$ cat src/rtl/alu_lockstep_bist.sv
// -----------------------------------------------------------------------------
// alu_lockstep_bist
//
// Built-in self-test sequencer for a dual-ALU lockstep pair. An LFSR generates
// operand/opcode vectors that drive both lanes identically. After the ALU
// pipeline delay, the sequencer samples the lanes' XOR compare outputs and
// counts mismatching vectors. It then reports pass/fail and the index of the
// first failing vector.
//
// Optional feature (macro ALU_BIST_FAULT_INJECT_EN):
//   Adds inject_en/inject_idx. When enabled, lane 2 operand A1 has bit 0
//   flipped on one chosen vector, which proves that the compare path catches a
//   real divergence. With the macro undefined, A1 always equals A0.
//
// Parameters:
//   ALU_LATENCY   clock edges from operand change to valid x/y (1..4)
//   LFSR_DEFAULT  seed used after reset and whenever the seed input is 0
//
// Ports:
//   wb_clk_i, wb_rst_i  clock, asynchronous active-high reset
//   start               run request, honoured only in IDLE or DONE
//   seed, num_vectors   run configuration, latched on an accepted start
//   inject_en/_idx      (macro only) fault-injection control, latched on start
//   A0,B0,ALU_Sel1      lane 1 operands/opcode (registered)
//   A1,B1,ALU_Sel2      lane 2 operands/opcode (registered)
//   x, y                lane compare inputs (nonzero x or y=1 means mismatch)
//   busy, done, pass    run status (pass valid while done=1)
//   err_count           mismatching vectors, saturating at 16'hFFFF
//   first_fail_idx      index of the first mismatch, 16'hFFFF if none
// -----------------------------------------------------------------------------
module alu_lockstep_bist #(
  parameter int          ALU_LATENCY  = 1,
  parameter logic [15:0] LFSR_DEFAULT = 16'hACE1
) (
  input  logic        wb_clk_i,
  input  logic        wb_rst_i,
  input  logic        start,
  input  logic [15:0] seed,
  input  logic [15:0] num_vectors,
`ifdef ALU_BIST_FAULT_INJECT_EN
  input  logic        inject_en,
  input  logic [15:0] inject_idx,
`endif
  output logic [3:0]  A0,
  output logic [3:0]  B0,
  output logic [3:0]  A1,
  output logic [3:0]  B1,
  output logic [1:0]  ALU_Sel1,
  output logic [1:0]  ALU_Sel2,
  input  logic [3:0]  x,
  input  logic        y,
  output logic        busy,
  output logic        done,
  output logic        pass,
  output logic [15:0] err_count,
  output logic [15:0] first_fail_idx
);

  typedef enum logic [2:0] {
    S_IDLE,
    S_LOAD,
    S_DRIVE,
    S_WAIT,
    S_CHECK,
    S_DONE
  } state_t;

  // The WAIT counter runs 0..ALU_LATENCY-1, so exactly ALU_LATENCY cycles elapse.
  localparam logic [1:0]  WAIT_LAST = 2'(ALU_LATENCY - 1);
  localparam logic [15:0] NO_FAIL   = 16'hFFFF;

  state_t      r_state;
  logic [15:0] r_lfsr;
  logic [15:0] r_num;
  logic [15:0] r_idx;
  logic [1:0]  r_wait;
  logic [3:0]  r_a0, r_b0, r_a1, r_b1;
  logic [1:0]  r_sel1, r_sel2;
  logic        r_busy, r_done, r_pass;
  logic [15:0] r_err;
  logic [15:0] r_ffi;
`ifdef ALU_BIST_FAULT_INJECT_EN
  logic        r_inj_en;
  logic [15:0] r_inj_idx;
`endif

  logic [15:0] w_lfsr_next;
  logic        w_mismatch;
  logic [15:0] w_err_next;
  logic        w_last_vec;
  logic [3:0]  w_a1_flip;

  // NOTE: every signal written here receives a value first on every path, so
  // no latch is inferred even when later branches do not assign it.
  always_comb begin
    w_lfsr_next = {r_lfsr[14:0], r_lfsr[15] ^ r_lfsr[13] ^ r_lfsr[12] ^ r_lfsr[10]};
    w_mismatch  = (|x) | y;
    w_err_next  = r_err;
    if (w_mismatch && (r_err != 16'hFFFF)) begin
      w_err_next = r_err + 16'd1;
    end
    // The index is compared as index+1, so num_vectors=16'hFFFF ends at index
    // 16'hFFFE and the counter never needs to wrap.
    w_last_vec = ((r_idx + 16'd1) == r_num);
    w_a1_flip  = 4'b0000;
`ifdef ALU_BIST_FAULT_INJECT_EN
    if (r_inj_en && (r_idx == r_inj_idx)) begin
      w_a1_flip = 4'b0001;
    end
`endif
  end

  // NOTE: state uses non-blocking assignments so that every right-hand side
  // sees the pre-edge values, independent of statement order.
  always_ff @(posedge wb_clk_i or posedge wb_rst_i) begin
    if (wb_rst_i) begin
      r_state   <= S_IDLE;
      r_lfsr    <= LFSR_DEFAULT;
      r_num     <= '0;
      r_idx     <= '0;
      r_wait    <= '0;
      r_a0      <= '0;
      r_b0      <= '0;
      r_a1      <= '0;
      r_b1      <= '0;
      r_sel1    <= '0;
      r_sel2    <= '0;
      r_busy    <= 1'b0;
      r_done    <= 1'b0;
      r_pass    <= 1'b0;
      r_err     <= '0;
      r_ffi     <= NO_FAIL;
`ifdef ALU_BIST_FAULT_INJECT_EN
      r_inj_en  <= 1'b0;
      r_inj_idx <= '0;
`endif
    end else begin
      case (r_state)
        S_IDLE, S_DONE: begin
          if (start) begin
            r_lfsr    <= (seed == 16'h0000) ? LFSR_DEFAULT : seed;
            r_num     <= num_vectors;
            r_idx     <= '0;
            r_err     <= '0;
            r_ffi     <= NO_FAIL;
            r_done    <= 1'b0;
            r_pass    <= 1'b0;
            r_busy    <= 1'b1;
`ifdef ALU_BIST_FAULT_INJECT_EN
            r_inj_en  <= inject_en;
            r_inj_idx <= inject_idx;
`endif
            r_state   <= S_LOAD;
          end
        end

        S_LOAD: begin
          if (r_num == 16'h0000) begin
            r_busy  <= 1'b0;
            r_done  <= 1'b1;
            r_pass  <= 1'b1;
            r_state <= S_DONE;
          end else begin
            r_state <= S_DRIVE;
          end
        end

        S_DRIVE: begin
          r_a0    <= r_lfsr[3:0];
          r_b0    <= r_lfsr[7:4];
          r_sel1  <= r_lfsr[9:8];
          r_a1    <= r_lfsr[3:0] ^ w_a1_flip;
          r_b1    <= r_lfsr[7:4];
          r_sel2  <= r_lfsr[9:8];
          r_lfsr  <= w_lfsr_next;
          r_wait  <= '0;
          r_state <= S_WAIT;
        end

        S_WAIT: begin
          if (r_wait == WAIT_LAST) begin
            r_state <= S_CHECK;
          end else begin
            r_wait <= r_wait + 2'd1;
          end
        end

        S_CHECK: begin
          r_err <= w_err_next;
          if (w_mismatch && (r_ffi == NO_FAIL)) begin
            r_ffi <= r_idx;
          end
          r_idx <= r_idx + 16'd1;
          if (w_last_vec) begin
            r_busy  <= 1'b0;
            r_done  <= 1'b1;
            r_pass  <= (w_err_next == 16'h0000);
            r_state <= S_DONE;
          end else begin
            r_state <= S_DRIVE;
          end
        end

        default: begin
          r_busy  <= 1'b0;
          r_state <= S_IDLE;
        end
      endcase
    end
  end

  assign A0             = r_a0;
  assign B0             = r_b0;
  assign A1             = r_a1;
  assign B1             = r_b1;
  assign ALU_Sel1       = r_sel1;
  assign ALU_Sel2       = r_sel2;
  assign busy           = r_busy;
  assign done           = r_done;
  assign pass           = r_pass;
  assign err_count      = r_err;
  assign first_fail_idx = r_ffi;

endmodule

$ cat config.mk
export PLATFORM = sky130hd
export DESIGN_NAME = alu_lockstep_bist
export DESIGN_NICKNAME = d
export VERILOG_FILES = /design/src/rtl/alu_lockstep_bist.sv
export SDC_FILE = /design/constraint.sdc
export NUM_CORES = 1
export LEC_CHECK = 0
export ABC_CLOCK_PERIOD_IN_PS = 3050
export CAP_MARGIN = 20
export CELL_PAD_IN_SITES_DETAIL_PLACEMENT = 0
export CELL_PAD_IN_SITES_GLOBAL_PLACEMENT = 1
export CORE_ASPECT_RATIO = 0.9
export CORE_UTILIZATION = 41
export DETAILED_ROUTE_END_ITERATION = 8
export HOLD_SLACK_MARGIN = 0.05
export PLACE_DENSITY_LB_ADDON = 0.25
export REMOVE_ABC_BUFFERS = 1
export SYNTH_ARGS = -nofsm -noshare
export SYNTH_HDL_FRONTEND = slang
export SYNTH_SLANG_ARGS = --single-unit
$ cat constraint.sdc
create_clock -name wb_clk_i -period 3.05 [get_ports wb_clk_i]
set_input_delay 0.305 -clock wb_clk_i [delete_from_list [all_inputs] [get_ports wb_clk_i]]
set_output_delay 0.305 -clock wb_clk_i [all_outputs]
set_load 0.005 [all_outputs]
==> results of run 1 <==
critical path, cell delays in order, from the launching register on:
cell and delay, ns:
dfrtp_1 0.52, ha_1 0.52, nand4_1 0.20, o31ai_2 0.29
a31oi_1 0.14, nor4_2 0.33, nand4_2 0.21, o21ai_4 0.23
and2_4 0.18, a32o_2 0.16
logic make-up (layout without fill, tap and decap cells):
group,after synthesis,in the layout,synth area share
adder cells (fa/ha/maj),3,3,0.006748
multiplexers,18,18,0.03621
AND/OR/NAND/NOR,237,237,0.2242
XOR/XNOR,29,29,0.04836
AO/OA/AOI/OAI,151,151,0.1811
flip-flops,98,98,0.4462
buffers and inverters,64,134,0.05713
synth_stat cells, types with 15 or more instances:
cell type   n  area [µm²]
nor2_1     29       108.9
mux2_2     17       191.4
o22a_1     15       131.4
o21ai_0    57       285.3
dfstp_2    24       630.6
clkbuf_1   23       86.33
a21oi_1    16       80.08
nand3_1    26       130.1
nand4_1    15       93.84
nand2_1    99       371.6
dfrtp_1    74        1852
layer usage:
layer,global-route usage,share of wire,vias up
li1,-,-,2303
met1,0.2830,0.49,2330
met2,0.3378,0.47,100
met3,0.05195,0.037,11
met4,0.05926,0.0093,0
met5,0,0,-
layout make-up:
class / count / area [µm²]
clock inverters: 4 / 70.07
fillers: 1206 / 6128
flip-flops and latches: 98 / 2482
well taps: 164 / 205.2
inverters: 13 / 51.30
repair buffers: 105 / 1036
clock buffers: 12 / 236.5
multi-input cells: 438 / 2770
worst paths after layout:
check / end / slack [ns] / depth (start not counted)
max: done / 0.21 / 9
max in group asynchronous: r_lfsr[10] / 1.92 / 3
min: B1[0] / 0.38 / 2
min in group wb_clk_i: r_lfsr[1] / 0.48 / 2
min reg2reg: r_lfsr[1] / 0.48 / 2
max reg2reg: done / 0.21 / 9
placed cells by master, fill, tap and decap left out, types with 12 or more instances in the layout:
| cell | count |
|---|---|
| nand3_1 | 26 |
| dfrtp_1 | 74 |
| xnor2_1 | 14 |
| o22a_1 | 15 |
| a21oi_1 | 16 |
| nand4_1 | 15 |
| nor2_1 | 28 |
| o21ai_0 | 57 |
| xor2_1 | 14 |
| nand2_1 | 99 |
| mux2_2 | 17 |
| clkdlybuf4s50_1 | 94 |
| inv_1 | 12 |
| dfstp_2 | 24 |
flip-flops by register name, summed over array words and instances (netlist names), 2 cells and up:
name,count
first_fail_idx,16
err_count,16
r_wait,2
B1,4
r_idx,16
A1,4
r_lfsr,16
ALU_Sel2,2
r_num,16
r_state,3
through the flow:
| step | util | cell area [µm²] | hold WS [ns] | TNS, ns |
|---|---|---|---|---|
| CTS | 0.5279 | 6852 | 0.3991 | 0 |
| detailed placement | 0.5042 | 6545 | 0.4677 | 0 |
| finish | 0.5279 | 6852 | 0.3794 | 0 |
| global route | 0.5279 | 6852 | 0.4264 | 0 |
| global placement | 0.5042 | 6545 | 0.4629 | 0 |
| floorplan | - | 5294 | 0.4262 | -6.826 |
power by group through the flow:
| stage | sequential [W] | combinational, W | clock [W] |
|---|---|---|---|
| 2_1_floorplan | 0.00140 | 0.000113 | 0 |
| 3_3_place_gp | 0.00141 | 0.000262 | 0 |
| 3_5_place_dp | 0.00141 | 0.000264 | 0 |
| 4_1_cts | 0.00139 | 0.000265 | 0.00124 |
| 5_1_grt | 0.00140 | 0.000289 | 0.00129 |
| 6_report | 0.00139 | 0.000261 | 0.00120 |
==> qor.txt, run 1 <==
via count -> 4744
Post-synth EDFFs -> 0
CTS tree -> built
Worst Setup Start Kind -> flop
drt first pass iters -> 7
global-route wire length before repair -> 23360 µm
FP Rows -> 39
post-synthesis sequential area ratio -> 0.4462
nets -> 708
Slew headroom -> 0.3502
fmax -> 352.6 MHz
Cells after DPL -> 818
Peak VDD IR -> 321.8 µV
largest net degree at the start of global routing -> 53
fin crit share -> 0.9298
switching share of power -> 0.2270
Num CTS Buffers -> 9
Logic pwr share -> 0.092
register bit total from synthesis -> 98
GR Overflow Total -> 0
dpl ws -> 0.2629 ns
CTS root buffer -> clkbuf_16
# Max-Cap Violations -> 0
Syn Std Cell Area -> 5563 µm²
Worst Skew -> 0.007488 ns
# Post-CTS Setup Buffers -> 0
synth unique cells -> 69
GRT Util Overall -> 0.2105
antenna cell count -> 0
PwrDens -> 415.4 nW/µm²
Clock Power Share -> 0.420
Final Max Slew Viols -> 0
final hold vios -> 0
Clock H-tree levels -> 3
Setup crit end kind -> flop
minimum clock period -> 2.836 ns
clock tree buffer depth -> 2
drt initial violations -> 336
CTS Hold Bufs -> 0
worst hold path class -> input pin to async pin
min setup slack post-route -> 0.2141 ns
PortBufs -> 94
Req. time, crit path -> 3.34 ns
hpwl dp -> 10150 µm
wire per inst -> 16.84 µm
Post-DRT Antenna Nets -> 0
CTS clk-pin slew, worst paths -> 0.07 ns
Flop pwr share -> 0.488
CP arrival -> 3.13 ns
status -> complete, but fails checks
Clock Latency Late Sink -> 0.35 ns
worst setup path startpoint -> r_idx[1]
chip height -> 112.5 µm
Core ar. -> 12980 µm²
drt via density -> 5.688
Net Switching -> 0.0006461 W
DIE AREA -> 14040 µm²
worst-path maximum fanout -> 14
syn avg cell area -> 9.271 µm²
Starting Density -> 0.4286
count of final setup violators -> 0
WS Path Type -> flop to flop
internal power -> 0.002200 W
IO Count -> 95
FF-to-FF Start -> r_idx[1]
Yosys warning count -> 0
CTS-repair resized insts -> 0
vias in the first global route -> 4539
Sinks on Clock Net -> 98
layout cells sized above 1 -> 0.1313
overall power -> 0.002846 W
RSZ-0062 raised after global routing -> no
GPL Wtd Cong -> 0.8367
ys flop type -> dfrtp_1
fraction of registers with async set/reset -> 1.000
failing checks -> DRC
non-filler cells, final -> 834
Mapped Cells -> 600
initial antenna violation count -> 0
die extent in x -> 124.8 µm
Post-route DRC -> 10
P&R area growth vs syn -> 23.17%
Post-Route WL -> 14040 µm
leakage -> 2.802 nW
Least-Margin Pin Slew -> 0.9711 ns
Note: power is estimated with default switching activity, not from simulation.
==> run 2, diff against run 1 <==
GPL_TIMING_DRIVEN = 0   (was unset)
==> run 2 against run 1 <==
Against the previous run: the flow still finishes with violations (DRC); fmax up 0.48%; routed wire length up 0.31%; sequential cell count unchanged; critical path depth unchanged; sequential power about the same; clock power down 3%; cell count down 0.60%; register-to-register slack about the same; highest routed layer unchanged.
==> qor.txt, run 2 (synthesis gave the netlist of run 1 again) <==
status -> complete, but fails checks
failing checks -> DRC
fin crit share -> 0.9254 (-0.004404)
GPL Wtd Cong -> 0.8374 (about the same)
via count -> 4761 (+0.36%)
Core ar. -> 12980 µm² (unchanged)
multi-input logic area -> 2775 µm² (+0.18%)
Worst Setup Start Kind -> flop
clock tree buffer depth -> 2 (unchanged)
nets -> 703 (-0.71%)
Worst Skew -> 0.008241 ns (+0.0007529 ns)
DIE AREA -> 14040 µm² (unchanged)
P&R area growth vs syn -> 23.44%
final hold vios -> 0 (unchanged)
worst-path maximum fanout -> 14 (unchanged)
Num CTS Buffers -> 9 (unchanged)
worst r2r path cells -> 9 (unchanged)
Least-Margin Pin Slew -> 1.017 ns (+0.04566 ns)
CTS root buffer -> clkbuf_16
vias in the first global route -> 4575 (+0.79%)
WS Path Type -> flop to flop
fill cell count -> 1189 (-1.4%)
Peak VDD IR -> 262.1 µV (-19%)
PortBufs -> 94 (unchanged)
PwrDens -> 409.0 nW/µm² (-1.5%)
hpwl dp -> 10010 µm (-1.4%)
drt initial violations -> 350 (+4.2%)
CP max stage delay -> 0.60 ns (+0.08 ns)
wire per inst -> 16.99 µm (+0.92%)
critical path's top delay family -> simple AND/OR/NAND/NOR gates
CTS tree -> built
antenna cell count -> 0 (unchanged)
WP buf/inv -> 0 (unchanged)
Hold Slack -> 0.3731 ns (-0.006340 ns)
drt via density -> 5.743 (+0.96%)
Req. time, crit path -> 3.34 ns (about the same)
die extent in x -> 124.8 µm (unchanged)
Sinks on Clock Net -> 98 (unchanged)
CTS-repair resized insts -> 0 (unchanged)
worst hold path class -> input pin to async pin
critical path cell sequence -> ha_2 > nand4_1 > o31ai_2 > a31oi_1 > nor4_2 > nand4_2 > o21ai_4 > and2_4 > a32o_2
layout cells sized above 1 -> 0.1293 (-0.002020)
Post-DRT Antenna Nets -> 0 (unchanged)
Slew headroom -> 0.3196 (-0.03055)
global-route wire length before repair -> 23690 µm (+1.4%)
chip height -> 112.5 µm (unchanged)
drt first pass iters -> 7 (unchanged)
count of final setup violators -> 0 (unchanged)
FP Rows -> 39 (unchanged)
IO Count -> 95 (unchanged)
Setup crit end kind -> flop
CTS clk-pin slew, worst paths -> 0.06 ns (about the same)
Starting Density -> 0.4286 (unchanged)
Post-Route WL -> 14090 µm (+0.31%)
FF+latch area -> 2482 µm² (unchanged)
Final Max Slew Viols -> 0 (unchanged)
GR Overflow Total -> 0 (unchanged)
post-placement cell area -> 6563 µm² (+0.27%)
CTS Hold Bufs -> 0 (unchanged)
leakage -> 2.782 nW (-0.70%)
final core utilization -> 0.5290 (+0.001157)
# Max-Cap Violations -> 0 (unchanged)
CP arrival -> 3.11 ns (-0.02 ns)
initial antenna violation count -> 0 (unchanged)
Clock Latency Late Sink -> 0.36 ns (about the same)
RSZ-0062 raised after global routing -> no
largest net degree at the start of global routing -> 56 (+5.7%)
commonest non-fill, non-tap cells in the layout -> 98 x nand2_1, 94 x clkdlybuf4s50_1, 74 x dfrtp_1
r2r endpoint -> done
# Post-CTS Setup Buffers -> 0 (unchanged)
most common cell after layout, fill and taps aside -> nand2_1
Clock H-tree levels -> 3 (unchanged)
Critical Path Slowest Stage Cell -> dfrtp_1
FF-to-FF Start -> r_idx[0]
Post-route DRC -> 9 (-1)
GRT Util Overall -> 0.2125 (+0.001984)
reg2reg setup slack -> 0.23 ns (about the same)
Final Cell Area -> 6867 µm² (+0.22%)
fmax -> 354.3 MHz (+0.48%)
minimum clock period -> 2.822 ns (-0.01343 ns)
[run 2: worst max-delay path by stage]
stage | from | to | slack (ns) | depth (start not counted)
floorplan | r_state[0] | r_lfsr[14] | -0.45 | 5
global placement | start | r_idx[6] | -2.36 | 6
detailed placement | r_idx[0] | done | 0.12 | 9
CTS | r_idx[0] | done | 0.11 | 9
global route | r_idx[0] | done | 0.02 | 9
finish | r_idx[0] | done | 0.23 | 9
[run 2: through the flow]
stage          setup slack, ns  power, W  TNS (ns)  std cells
3_5_place_dp            0.1240  0.001677         0        813
3_3_place_gp            -2.360  0.001670   -210.21        807
4_1_cts                 0.1058  0.002847         0        829
6_report                0.2275  0.002809         0        829
2_1_floorplan          -0.4451  0.001516    -6.826        549
5_1_grt                0.02454  0.002934         0        829
[run 2: per-layer routing]
layer  GRT usage  part of all wire
met2      0.3397              0.47
met4     0.06996             0.013
met3     0.04433             0.041
met5           0                 0
met1      0.2881              0.47
[run 2: where the power goes]
| part | switching, W | total, W | internal [W] |
|---|---|---|---|
| logic | 0.000109 | 0.000261 | 0.000151 |
| clock network | 0.000497 | 0.00116 | 0.000659 |
| registers | 0.0000593 | 0.00139 | 0.00133 |
[run 2: cell type report]
class / count / area share
multi-input cells: 438 / 0.4042
flip-flops and latches: 98 / 0.3615
repair buffers: 100 / 0.1534
clock buffers: 12 / 0.03590
well taps: 164 / 0.02988
clock inverters: 4 / 0.007653
inverters: 13 / 0.007471
[run 2: worst reg2reg max path, stage by stage, from the launching register on]
cell     delay [ns]
dfrtp_1        0.60
ha_2           0.43
nand4_1        0.20
o31ai_2        0.29
a31oi_1        0.13
nor4_2         0.31
nand4_2        0.21
o21ai_4        0.24
and2_4         0.19
a32o_2         0.16
==> run 3, diff against run 2 <==
CORE_MARGIN = 1   (was unset)
CTS_CLUSTER_DIAMETER = 150   (was unset)
MAX_ROUTING_LAYER = met4   (was unset)
==> run 3 against run 2 <==
Against the previous run: the run still ends with DRC left; fmax fell by 1.2%; critical path depth is 3 lower; cell area is essentially flat; setup slack worse by 0.033 ns; non-clock buffer count unchanged; sequential share of layout area barely moved; critical endpoint is now first_fail_idx[1].
==> qor.txt, run 3 (synthesis gave the netlist of run 1 again) <==
status -> complete, but fails checks
failing checks -> DRC
Core ar. -> 12980 µm² (unchanged)
Hold Slack -> 0.3720 ns (-0.001150 ns)
P&R area growth vs syn -> 23.39% (about the same)
Post-DRT Antenna Nets -> 0 (unchanged)
Setup crit end kind -> flop
FP Rows -> 39 (unchanged)
Clock H-tree levels -> 3 (unchanged)
final hold vios -> 0 (unchanged)
FF-to-FF Start -> r_state[0]
via count -> 4774 (+0.27%)
met2 WL -> 6532 µm (-1.5%)
GRT Util Overall -> 0.2187 (+0.006200)
Post-route DRC -> 9 (unchanged)
FF+latch area -> 2482 µm² (unchanged)
setup tns final -> 0 ns (unchanged)
vias in the first global route -> 4582 (+0.15%)
wl on met1 -> 6698 µm (+0.13%)
antenna cell count -> 0 (unchanged)
Final Max Slew Viols -> 0 (unchanged)
fin crit share -> 0.9362 (+0.01080)
chip height -> 112.5 µm (unchanged)
Starting Density -> 0.4286 (unchanged)
CTS Hold Bufs -> 0 (unchanged)
nets -> 703 (unchanged)
PwrDens -> 409.6 nW/µm² (+0.13%)
Post-Route WL -> 14050 µm (-0.24%)
drt initial violations -> 328 (-6.3%)
Least-Margin Pin Slew -> 1.006 ns (-0.01072 ns)
GR Overflow Total -> 0 (unchanged)
Max Used Layer -> met4
metal3 WL -> 567 µm (-2.2%)
# Post-CTS Setup Buffers -> 0 (unchanged)
layout cells sized above 1 -> 0.1278 (-0.001504)
Worst Setup Start Kind -> flop
Slew headroom -> 0.3268 (+0.007170)
CP arrival -> 3.14 ns (+0.03 ns)
worst r2r path cells -> 6 (-3)
leakage -> 2.781 nW (about the same)
GPL Wtd Cong -> 0.8504 (+1.6%)
initial antenna violation count -> 0 (unchanged)
Sinks on Clock Net -> 98 (unchanged)
fmax -> 350.2 MHz (-1.2%)
count of final setup violators -> 0 (unchanged)
overall power -> 0.002811 W (about the same)
minimum clock period -> 2.855 ns (+0.03294 ns)
global-route wire length before repair -> 23650 µm (-0.17%)
PortBufs -> 94 (unchanged)
wire per inst -> 16.95 µm (-0.24%)
worst setup path startpoint -> r_state[0]
multi-input logic area -> 2773 µm² (about the same)
CTS tree -> built
drt via density -> 5.759 (+0.27%)
Worst Skew -> 0.006413 ns (-0.001828 ns)
CTS-repair resized insts -> 0 (unchanged)
most common cell after layout, fill and taps aside -> nand2_1
IO Count -> 95 (unchanged)
# Max-Cap Violations -> 0 (unchanged)
CTS clk-pin slew, worst paths -> 0.06 ns (about the same)
WS Path Type -> flop to flop
die extent in x -> 124.8 µm (unchanged)
Clock Latency Late Sink -> 0.36 ns (about the same)
worst-path maximum fanout -> 27 (+13)
Req. time, crit path -> 3.34 ns (about the same)
commonest non-fill, non-tap cells in the layout -> 99 x nand2_1, 94 x clkdlybuf4s50_1, 74 x dfrtp_1
hpwl dp -> 10010 µm (unchanged)
fill cell count -> 1189 (unchanged)
Peak VDD IR -> 262.0 µV (about the same)
DIE AREA -> 14040 µm² (unchanged)
clock tree buffer depth -> 2 (unchanged)
RSZ-0062 raised after global routing -> no
Num CTS Buffers -> 9 (unchanged)
drt first pass iters -> 7 (unchanged)
largest net degree at the start of global routing -> 56 (unchanged)
CTS root buffer -> clkbuf_16
worst hold path class -> input pin to async pin
## run 3: worst paths after layout
check | slack (ns) | to
worst max-delay path | 0.19 | first_fail_idx[1]
worst max register to register | 0.19 | first_fail_idx[1]
min in group wb_clk_i | 0.49 | r_lfsr[1]
max in group asynchronous | 1.96 | first_fail_idx[11]
worst min-delay path | 0.37 | B1[0]
worst min register to register | 0.49 | r_lfsr[1]
## run 3: final cells by class
type                       instances  share of cell area
timing repair buffer             100              0.1535
inverter                          13            0.007474
clock buffer                      12             0.03591
sequential                        98              0.3616
multi-input combinational        438              0.4039
tap                              164             0.02989
clock inverter                     4            0.007656
## run 3: stage by stage
stage               cells    util  instance area (µm²)  setup slack (ns)
finish                829  0.5288                 6864            0.1946
global route          829  0.5288                 6864          0.001658
CTS                   829  0.5286                 6862            0.1058
detailed placement    813  0.5056                 6563            0.1240
global placement      807  0.4961                 6440            -2.360
floorplan             549       -                 5294           -0.4451
## run 3: per-layer routing
metal	global-route usage	vias up
li1	-	2291
met1	0.2878	2347
met2	0.3386	114
met3	0.03861	22
met4	0.07984	0
met5	-	-
## run 3: critical path: stages (launching register included)
cell and delay [ns]:
dfrtp_1 0.55, nor2_1 0.24, nand2_1 0.44, buf_16 0.35, nor3_1 0.38, nand2_1 0.48
o22a_2 0.35
## run 3: report_power, final
part / internal, W / leakage (nW) / total [W] / switching [W]
Combinational: 0.000151 / 1.47 / 0.000262 / 0.000110
Clock: 0.000659 / 0.135 / 0.00116 / 0.000498
Sequential: 0.00133 / 1.17 / 0.00139 / 0.0000602
Total: 0.00214 / 2.78 / 0.00281 / 0.000669
